**config.mk**
```make
export PLATFORM = sky130hd
export DESIGN_NAME = md5_msg_padder_flat
export DESIGN_NICKNAME = d
export VERILOG_FILES = /design/src/rtl/md5_msg_padder_if.sv /design/src/rtl/md5_msg_padder.sv /design/src/flat_wrapper.sv
export SDC_FILE = /design/constraint.sdc
export NUM_CORES = 1
export LEC_CHECK = 0
export ABC_CLOCK_PERIOD_IN_PS = 3460
export CELL_PAD_IN_SITES_DETAIL_PLACEMENT = 1
export CELL_PAD_IN_SITES_GLOBAL_PLACEMENT = 1
export CORE_MARGIN = 2
export CORE_UTILIZATION = 40
export CTS_CLUSTER_SIZE = 24
export DETAILED_ROUTE_END_ITERATION = 10
export GPL_ROUTABILITY_DRIVEN = 0
export GPL_TIMING_DRIVEN = 0
export PLACE_DENSITY = 0.89
export SLEW_MARGIN = 30
export SYNTH_ARGS = -nofsm -noshare
export SYNTH_HDL_FRONTEND = slang
export SYNTH_SLANG_ARGS = --single-unit
```
**constraint.sdc**
```tcl
create_clock -name clk_i -period 3.46 [get_ports clk_i]
set_input_delay 0.346 -clock clk_i [delete_from_list [all_inputs] [get_ports clk_i]]
set_output_delay 0.346 -clock clk_i [all_outputs]
set_load 0.02 [all_outputs]
```
**src/rtl/md5_msg_padder_if.sv**
```systemverilog
// Byte-stream input and padded-block output bundle for the md5 message padder.
interface md5_msg_padder_if;
  logic [7:0]  in_data_i;
  logic        in_valid_i;
  logic        in_last_i;
  logic        in_empty_i;
  logic        in_ready_o;
  logic [31:0] M_o [0:15];
  logic        blk_valid_o;
  logic        blk_last_o;
  logic        blk_ready_i;
  logic        busy_o;

  modport slave (
    input  in_data_i, in_valid_i, in_last_i, in_empty_i, blk_ready_i,
    output in_ready_o, M_o, blk_valid_o, blk_last_o, busy_o
  );

  modport master (
    output in_data_i, in_valid_i, in_last_i, in_empty_i, blk_ready_i,
    input  in_ready_o, M_o, blk_valid_o, blk_last_o, busy_o
  );
endinterface

```
**src/rtl/md5_msg_padder.sv**
```systemverilog
// md5 message padder: packs a byte stream into 512-bit blocks of sixteen
// little-endian words, appending the 0x80 terminator, zero fill and the
// 64-bit bit-length trailer (plus an extra block when the trailer won't fit).
module md5_msg_padder #(
  parameter int CNT_W = 61
) (
  input  logic            clk_i,
  input  logic            rst_i,
  md5_msg_padder_if.slave bus
);

  typedef enum logic [1:0] {
    FILL = 2'd0,
    PAD  = 2'd1,
    LEN  = 2'd2,
    EMIT = 2'd3
  } state_t;

  state_t             r_state;
  state_t             w_state_nxt;
  state_t             r_after;
  state_t             w_after_nxt;
  logic [5:0]         r_idx;
  logic [CNT_W-1:0]   r_cnt;
  logic [31:0]        r_m [0:15];
  logic               r_last;
  logic               w_accept;
  logic               w_wr_byte;
  logic [63:0]        w_bitlen;

  // Message length in bits, wrapping modulo 2^64.
  function automatic logic [63:0] bit_len(input logic [CNT_W-1:0] cnt);
    logic [CNT_W+2:0] full;
    full = {cnt, 3'b000};
    return 64'(full);
  endfunction

  assign w_bitlen        = bit_len(r_cnt);
  assign bus.in_ready_o  = rst_i && (r_state == FILL);
  assign bus.blk_valid_o = (r_state == EMIT);
  assign bus.blk_last_o  = r_last;
  assign bus.busy_o      = (r_state != FILL) || (r_idx != 6'd0) || (r_cnt != '0);
  assign bus.M_o         = r_m;

  // State and return-state registers.
  always_ff @(posedge clk_i or negedge rst_i) begin
    if (!rst_i) begin
      r_state <= FILL;
      r_after <= FILL;
    end else begin
      r_state <= w_state_nxt;
      r_after <= w_after_nxt;
    end
  end

  // Next-state selection; EMIT returns to whichever state was queued in r_after.
  always_comb begin
    w_state_nxt = r_state;
    w_after_nxt = r_after;
    w_accept    = bus.in_valid_i && (r_state == FILL);
    w_wr_byte   = 1'b0;
    case (r_state)
      FILL: begin
        if (w_accept) begin
          if (bus.in_last_i && bus.in_empty_i) begin
            w_state_nxt = PAD;
          end else begin
            w_wr_byte = 1'b1;
            if (bus.in_last_i && (r_idx == 6'd63)) begin
              w_state_nxt = EMIT;
              w_after_nxt = PAD;
            end else if (bus.in_last_i) begin
              w_state_nxt = PAD;
            end else if (r_idx == 6'd63) begin
              w_state_nxt = EMIT;
              w_after_nxt = FILL;
            end
          end
        end
      end
      PAD: begin
        if (r_idx <= 6'd55) begin
          w_state_nxt = LEN;
        end else begin
          w_state_nxt = EMIT;
          w_after_nxt = LEN;
        end
      end
      LEN: begin
        w_state_nxt = EMIT;
        w_after_nxt = FILL;
      end
      EMIT: begin
        if (bus.blk_ready_i) begin
          w_state_nxt = r_after;
        end
      end
      default: w_state_nxt = FILL;
    endcase
  end

  // Block buffer, byte position, byte counter and final-block flag.
  always_ff @(posedge clk_i or negedge rst_i) begin
    if (!rst_i) begin
      r_idx  <= 6'd0;
      r_cnt  <= '0;
      r_last <= 1'b0;
      for (int k = 0; k < 16; k++) begin
        r_m[k] <= 32'd0;
      end
    end else begin
      case (r_state)
        FILL: begin
          if (w_wr_byte) begin
            r_m[r_idx[5:2]][{r_idx[1:0], 3'b000} +: 8] <= bus.in_data_i;
            r_idx <= r_idx + 6'd1;
            r_cnt <= r_cnt + CNT_W'(1);
          end
        end
        PAD: begin
          r_m[r_idx[5:2]][{r_idx[1:0], 3'b000} +: 8] <= 8'h80;
          r_idx <= r_idx + 6'd1;
        end
        LEN: begin
          r_m[14] <= w_bitlen[31:0];
          r_m[15] <= w_bitlen[63:32];
          r_last  <= 1'b1;
        end
        EMIT: begin
          // Clearing on handshake is what provides the zero fill of the next block.
          if (bus.blk_ready_i) begin
            for (int k = 0; k < 16; k++) begin
              r_m[k] <= 32'd0;
            end
            r_idx <= 6'd0;
            if (r_last) begin
              r_cnt  <= '0;
              r_last <= 1'b0;
            end
          end
        end
        default: ;
      endcase
    end
  end

endmodule

```
**src/flat_wrapper.sv**
```systemverilog
// flat-port wrapper written by rule: the top's interface ports become plain ports
module md5_msg_padder_flat 
#(
  parameter int CNT_W = 61
)
  (clk_i, rst_i, bus_in_data_i, bus_in_valid_i, bus_in_last_i, bus_in_empty_i, bus_blk_ready_i, bus_in_ready_o, bus_M_o, bus_blk_valid_o, bus_blk_last_o, bus_busy_o);
  md5_msg_padder_if bus_i ();
  input  logic clk_i;
  input  logic rst_i;
  input wire logic [$bits(bus_i.in_data_i)-1:0] bus_in_data_i;
  input wire logic [$bits(bus_i.in_valid_i)-1:0] bus_in_valid_i;
  input wire logic [$bits(bus_i.in_last_i)-1:0] bus_in_last_i;
  input wire logic [$bits(bus_i.in_empty_i)-1:0] bus_in_empty_i;
  input wire logic [$bits(bus_i.blk_ready_i)-1:0] bus_blk_ready_i;
  output wire logic [$bits(bus_i.in_ready_o)-1:0] bus_in_ready_o;
  output wire logic [$bits(bus_i.M_o)-1:0] bus_M_o;
  output wire logic [$bits(bus_i.blk_valid_o)-1:0] bus_blk_valid_o;
  output wire logic [$bits(bus_i.blk_last_o)-1:0] bus_blk_last_o;
  output wire logic [$bits(bus_i.busy_o)-1:0] bus_busy_o;
  assign bus_i.in_data_i = bus_in_data_i;
  assign bus_i.in_valid_i = bus_in_valid_i;
  assign bus_i.in_last_i = bus_in_last_i;
  assign bus_i.in_empty_i = bus_in_empty_i;
  assign bus_i.blk_ready_i = bus_blk_ready_i;
  assign bus_in_ready_o = bus_i.in_ready_o;
  assign bus_M_o = {>>{bus_i.M_o}};
  assign bus_blk_valid_o = bus_i.blk_valid_o;
  assign bus_blk_last_o = bus_i.blk_last_o;
  assign bus_busy_o = bus_i.busy_o;
  md5_msg_padder #(.CNT_W(CNT_W)) u_core (.clk_i(clk_i), .rst_i(rst_i), .bus(bus_i));
endmodule
```
==> flow_metrics.env <==
export IMPL_die_y_um=253.9
export IMPL_synth_fa_ha_area_share_pct=0.6012
export IMPL_leakage_uw=0.01435
export IMPL_p_int_uw=14350
export IMPL_ff2ff_setup_slack_ns=0.10
export IMPL_max_stage_delay_ns=0.49
export IMPL_worstPathRequired_ns=3.11
export IMPL_pwr_share_clk_pct=30.2
export IMPL_final_util_pct=55.37
export IMPL_power_frac_seq_pct=31.5
export IMPL_skew_ns=0.02306
export IMPL_fill_cells=6610
export IMPL_initialDrtViolationCount=2242
export IMPL_timing_max_cap_violations=0
export IMPL_power_density_nw_per_um2=734.5
export IMPL_vias=24160
export IMPL_cts_buffers=66
export IMPL_clock_path_buffers=3
export IMPL_grt_max_degree=84
export IMPL_ios=530
export IMPL_combPwrFrac_pct=38.3
export IMPL_synth_area_um2=24970
export IMPL_hold_path_class="input port to async pin"
export IMPL_clk_pin_slew_ns=0.06
export IMPL_tightest_slew_ns=1.038
export IMPL_syn_avg_cell_area_um2=10.67
export IMPL_post_cts_buffers=0
export IMPL_place_area_um2=31600
export IMPL_cts_tree="yes"
export IMPL_crit_path_end_kind="output pin"
export IMPL_ant_nets=0
export IMPL_syn_nets=2366
export IMPL_rows=91
export IMPL_port_buffers=529
export IMPL_synth_xor_area_share_pct=0.5261
export IMPL_dp_slack_ns=-0.2071
export IMPL_ys_seq_area_share_pct=58.52
export IMPL_viasPerCell=6.294
export IMPL_grt_total_usage_pct=35.67
export IMPL_status="completed"
export IMPL_fmax_mhz=289.5
export IMPL_grt_pass1_wl_um=170200
export IMPL_drc_errors=0
export IMPL_ys_flop_type="dfrtp_1"
export IMPL_die_area_um2=64450
export IMPL_drv_slew=0
export IMPL_dp_hpwl_um=83580
export IMPL_hold_viol=0
export IMPL_setup_viol=0
export IMPL_die_x_um=253.9
export IMPL_first_pass_iters=8
export IMPL_timing_hold_ws_ns=0.02967
export IMPL_syn_inst=2340
export IMPL_synthMuxAreaShare_pct=0.3457
export IMPL_cts_max_level=3
export IMPL_critical_path_buf_inv_count=3
export IMPL_min_period_ns=3.454
export IMPL_antenna_found_initial=5
export IMPL_final_common_cell="dfrtp_1"
export IMPL_p_switching_uw=10740
export IMPL_final_cell_mix="dfrtp_1, clkdlybuf4s50_1, o21ai_0, nand2_1, a22o_1"
export IMPL_synth_edff_count=0
export IMPL_antenna_cells=0
export IMPL_arrival_ns=3.11
export IMPL_post_drt_wl_per_cell_um=30.46
export IMPL_swShare_pct=42.81
export IMPL_layout_setup_ws_ns=0.006269
export IMPL_crit_slowest_cell="dfrtp_2"
export IMPL_relSlewSlack_pct=30.79
export IMPL_timing_worst_setup_path_type="flop to output pin"
export IMPL_start_util_pct=40.47
export IMPL_synth_compound_area_share_pct=23.48
export IMPL_area_growth_pct=36.83
export IMPL_final_area_um2=34170
export IMPL_nNetsFinal=2981
export IMPL_synthSimpleGateAreaFrac_pct=13.41
export IMPL_core_um2=61710
export IMPL_clock_latency_ns=0.62
export IMPL_finalCritPeriodShare_pct=99.82
export IMPL_synth_distinct_cells=77
export IMPL_start_kind="flop"
export IMPL_cts_num_sinks=584
export IMPL_ys_warn_count=0
export IMPL_drive_gt1_share_pct=7.997
export IMPL_grt_pass1_vias=25340
export IMPL_routed_wl_um=116900
export IMPL_power_total_uw=25100
export IMPL_worstPathCellList="inv_2, ha_1, clkbuf_2, nor4b_4, nand4_1, nor4_2, nand4_1, dlygate4sd2_1"
export IMPL_ys_ff_latch=584
export IMPL_grt_overflow_total=0
export IMPL_cts_root_buffer_cell="clkbuf_16"
export IMPL_crit_family="simple AND/OR/NAND/NOR gates"
export IMPL_vdd_drop_max_uv=397.9
export IMPL_cp_common_cell="nand4_1"
export IMPL_synth_top_family_by_area="compound AO/OA/AOI/OAI gates"
export IMPL_synthArstFlopShare_pct=100.0
export IMPL_critPathMaxFanout=10
-- worst paths after layout --
kind,depth (start not counted),startpoint,endpoint
worst max register to register,9,u_core.r_state[0],flop
max in group asynchronous,7,rst_i,u_core.r_idx[0]
worst min register to register,2,flop,flop
worst max-delay path,8,u_core.r_idx[0],bus_busy_o
worst min-delay path,5,rst_i,async pin
min in group clk_i,2,bus_blk_ready_i,u_core.bus.blk_last_o
-- timing repair --
item / CTS / global route
endpoints found under the setup margin: 107 / 106
gates resized for setup: 8 / 16
hold buffers: 7 / 0
hold endpoints to repair: 147 / 0
pin swaps: 0 / 0
gates cloned: 2 / 0
-- routing by layer --
metal,wire (um),share of wire [%],GRT usage (%)
met1,43730,37,42.83
met2,55360,47,58.27
met3,9984,8.5,8.706
met4,7776,6.7,21.13
met5,63,0.054,0
-- cell usage after synthesis, drive strengths merged (3+ instances only) --
cell type,number,area share [%]
a21o,11,0.33
a21oi,86,1.7
a22o,241,8.5
a22oi,83,2.5
a2bb2oi,4,0.14
a31oi,8,0.20
a32oi,9,0.32
and2,44,1.1
and3,14,0.35
and4,5,0.18
and4bb,4,0.20
buf,51,1.0
clkbuf,112,1.7
dfrtp,584,59
ha,12,0.60
inv,26,0.39
mux2i,6,0.26
nand2,267,4.0
nand2b,7,0.18
nand3,84,1.7
nand4,32,0.89
nor2,115,1.7
nor3,18,0.46
nor3b,5,0.19
nor4,20,0.64
nor4b,7,0.38
o21ai,315,6.3
o2bb2ai,64,2.2
o31ai,15,0.45
or2,4,0.10
or3,26,0.68
or4,14,0.44
xnor2,3,0.11
xor2,12,0.42
-- kinds of logic (layout without fill, tap and decap cells) --
logic type | count (synthesis) | in the layout
XOR/XNOR | 15 | 15
AND/OR/NAND/NOR | 672 | 672
multiplexers | 8 | 8
flip-flops | 584 | 584
buffers and inverters | 190 | 851
adder cells (fa/ha/maj) | 12 | 12
AO/OA/AOI/OAI | 859 | 859
-- metrics by stage --
step,setup TNS [ns],std cells
6_report,0,3838
5_1_grt,-0.05910,3838
4_1_cts,-0.2848,3838
3_5_place_dp,-9.798,3715
3_3_place_gp,-,3706
2_1_floorplan,0,2340
-- cell type report --
class | count | area, um^2 | share of cell area, %
well taps | 837 | 1047 | 3.065
repair buffers | 547 | 5717 | 16.73
flip-flops and latches | 584 | 14620 | 42.77
multi-input cells | 1566 | 9707 | 28.41
inverters | 27 | 101.3 | 0.2966
plain buffers | 163 | 695.7 | 2.036
clock buffers | 85 | 1866 | 5.459
clock inverters | 29 | 422.9 | 1.238
-- worst reg2reg max path, cell delays in order, from the launching register on --
cell and delay, ns:
dfrtp_1 0.41, ha_1 0.25, buf_4 0.17, nor2b_1 0.13
buf_2 0.19, a211oi_2 0.49, buf_2 0.41, buf_2 0.42
nand3_1 0.40, o21ai_0 0.36
-- power groups by stage --
stage / Combinational (uW) / Sequential, uW / Clock, uW
after global routing: 10100 / 7950 / 7880
after detailed placement: 9170 / 7980 / 0
after global placement: 8700 / 7950 / 0
final: 9620 / 7900 / 7580
after CTS: 9320 / 7880 / 7630
after floorplan: 4230 / 8460 / 0
No activity file was read; power rests on OpenSTA's default activity.
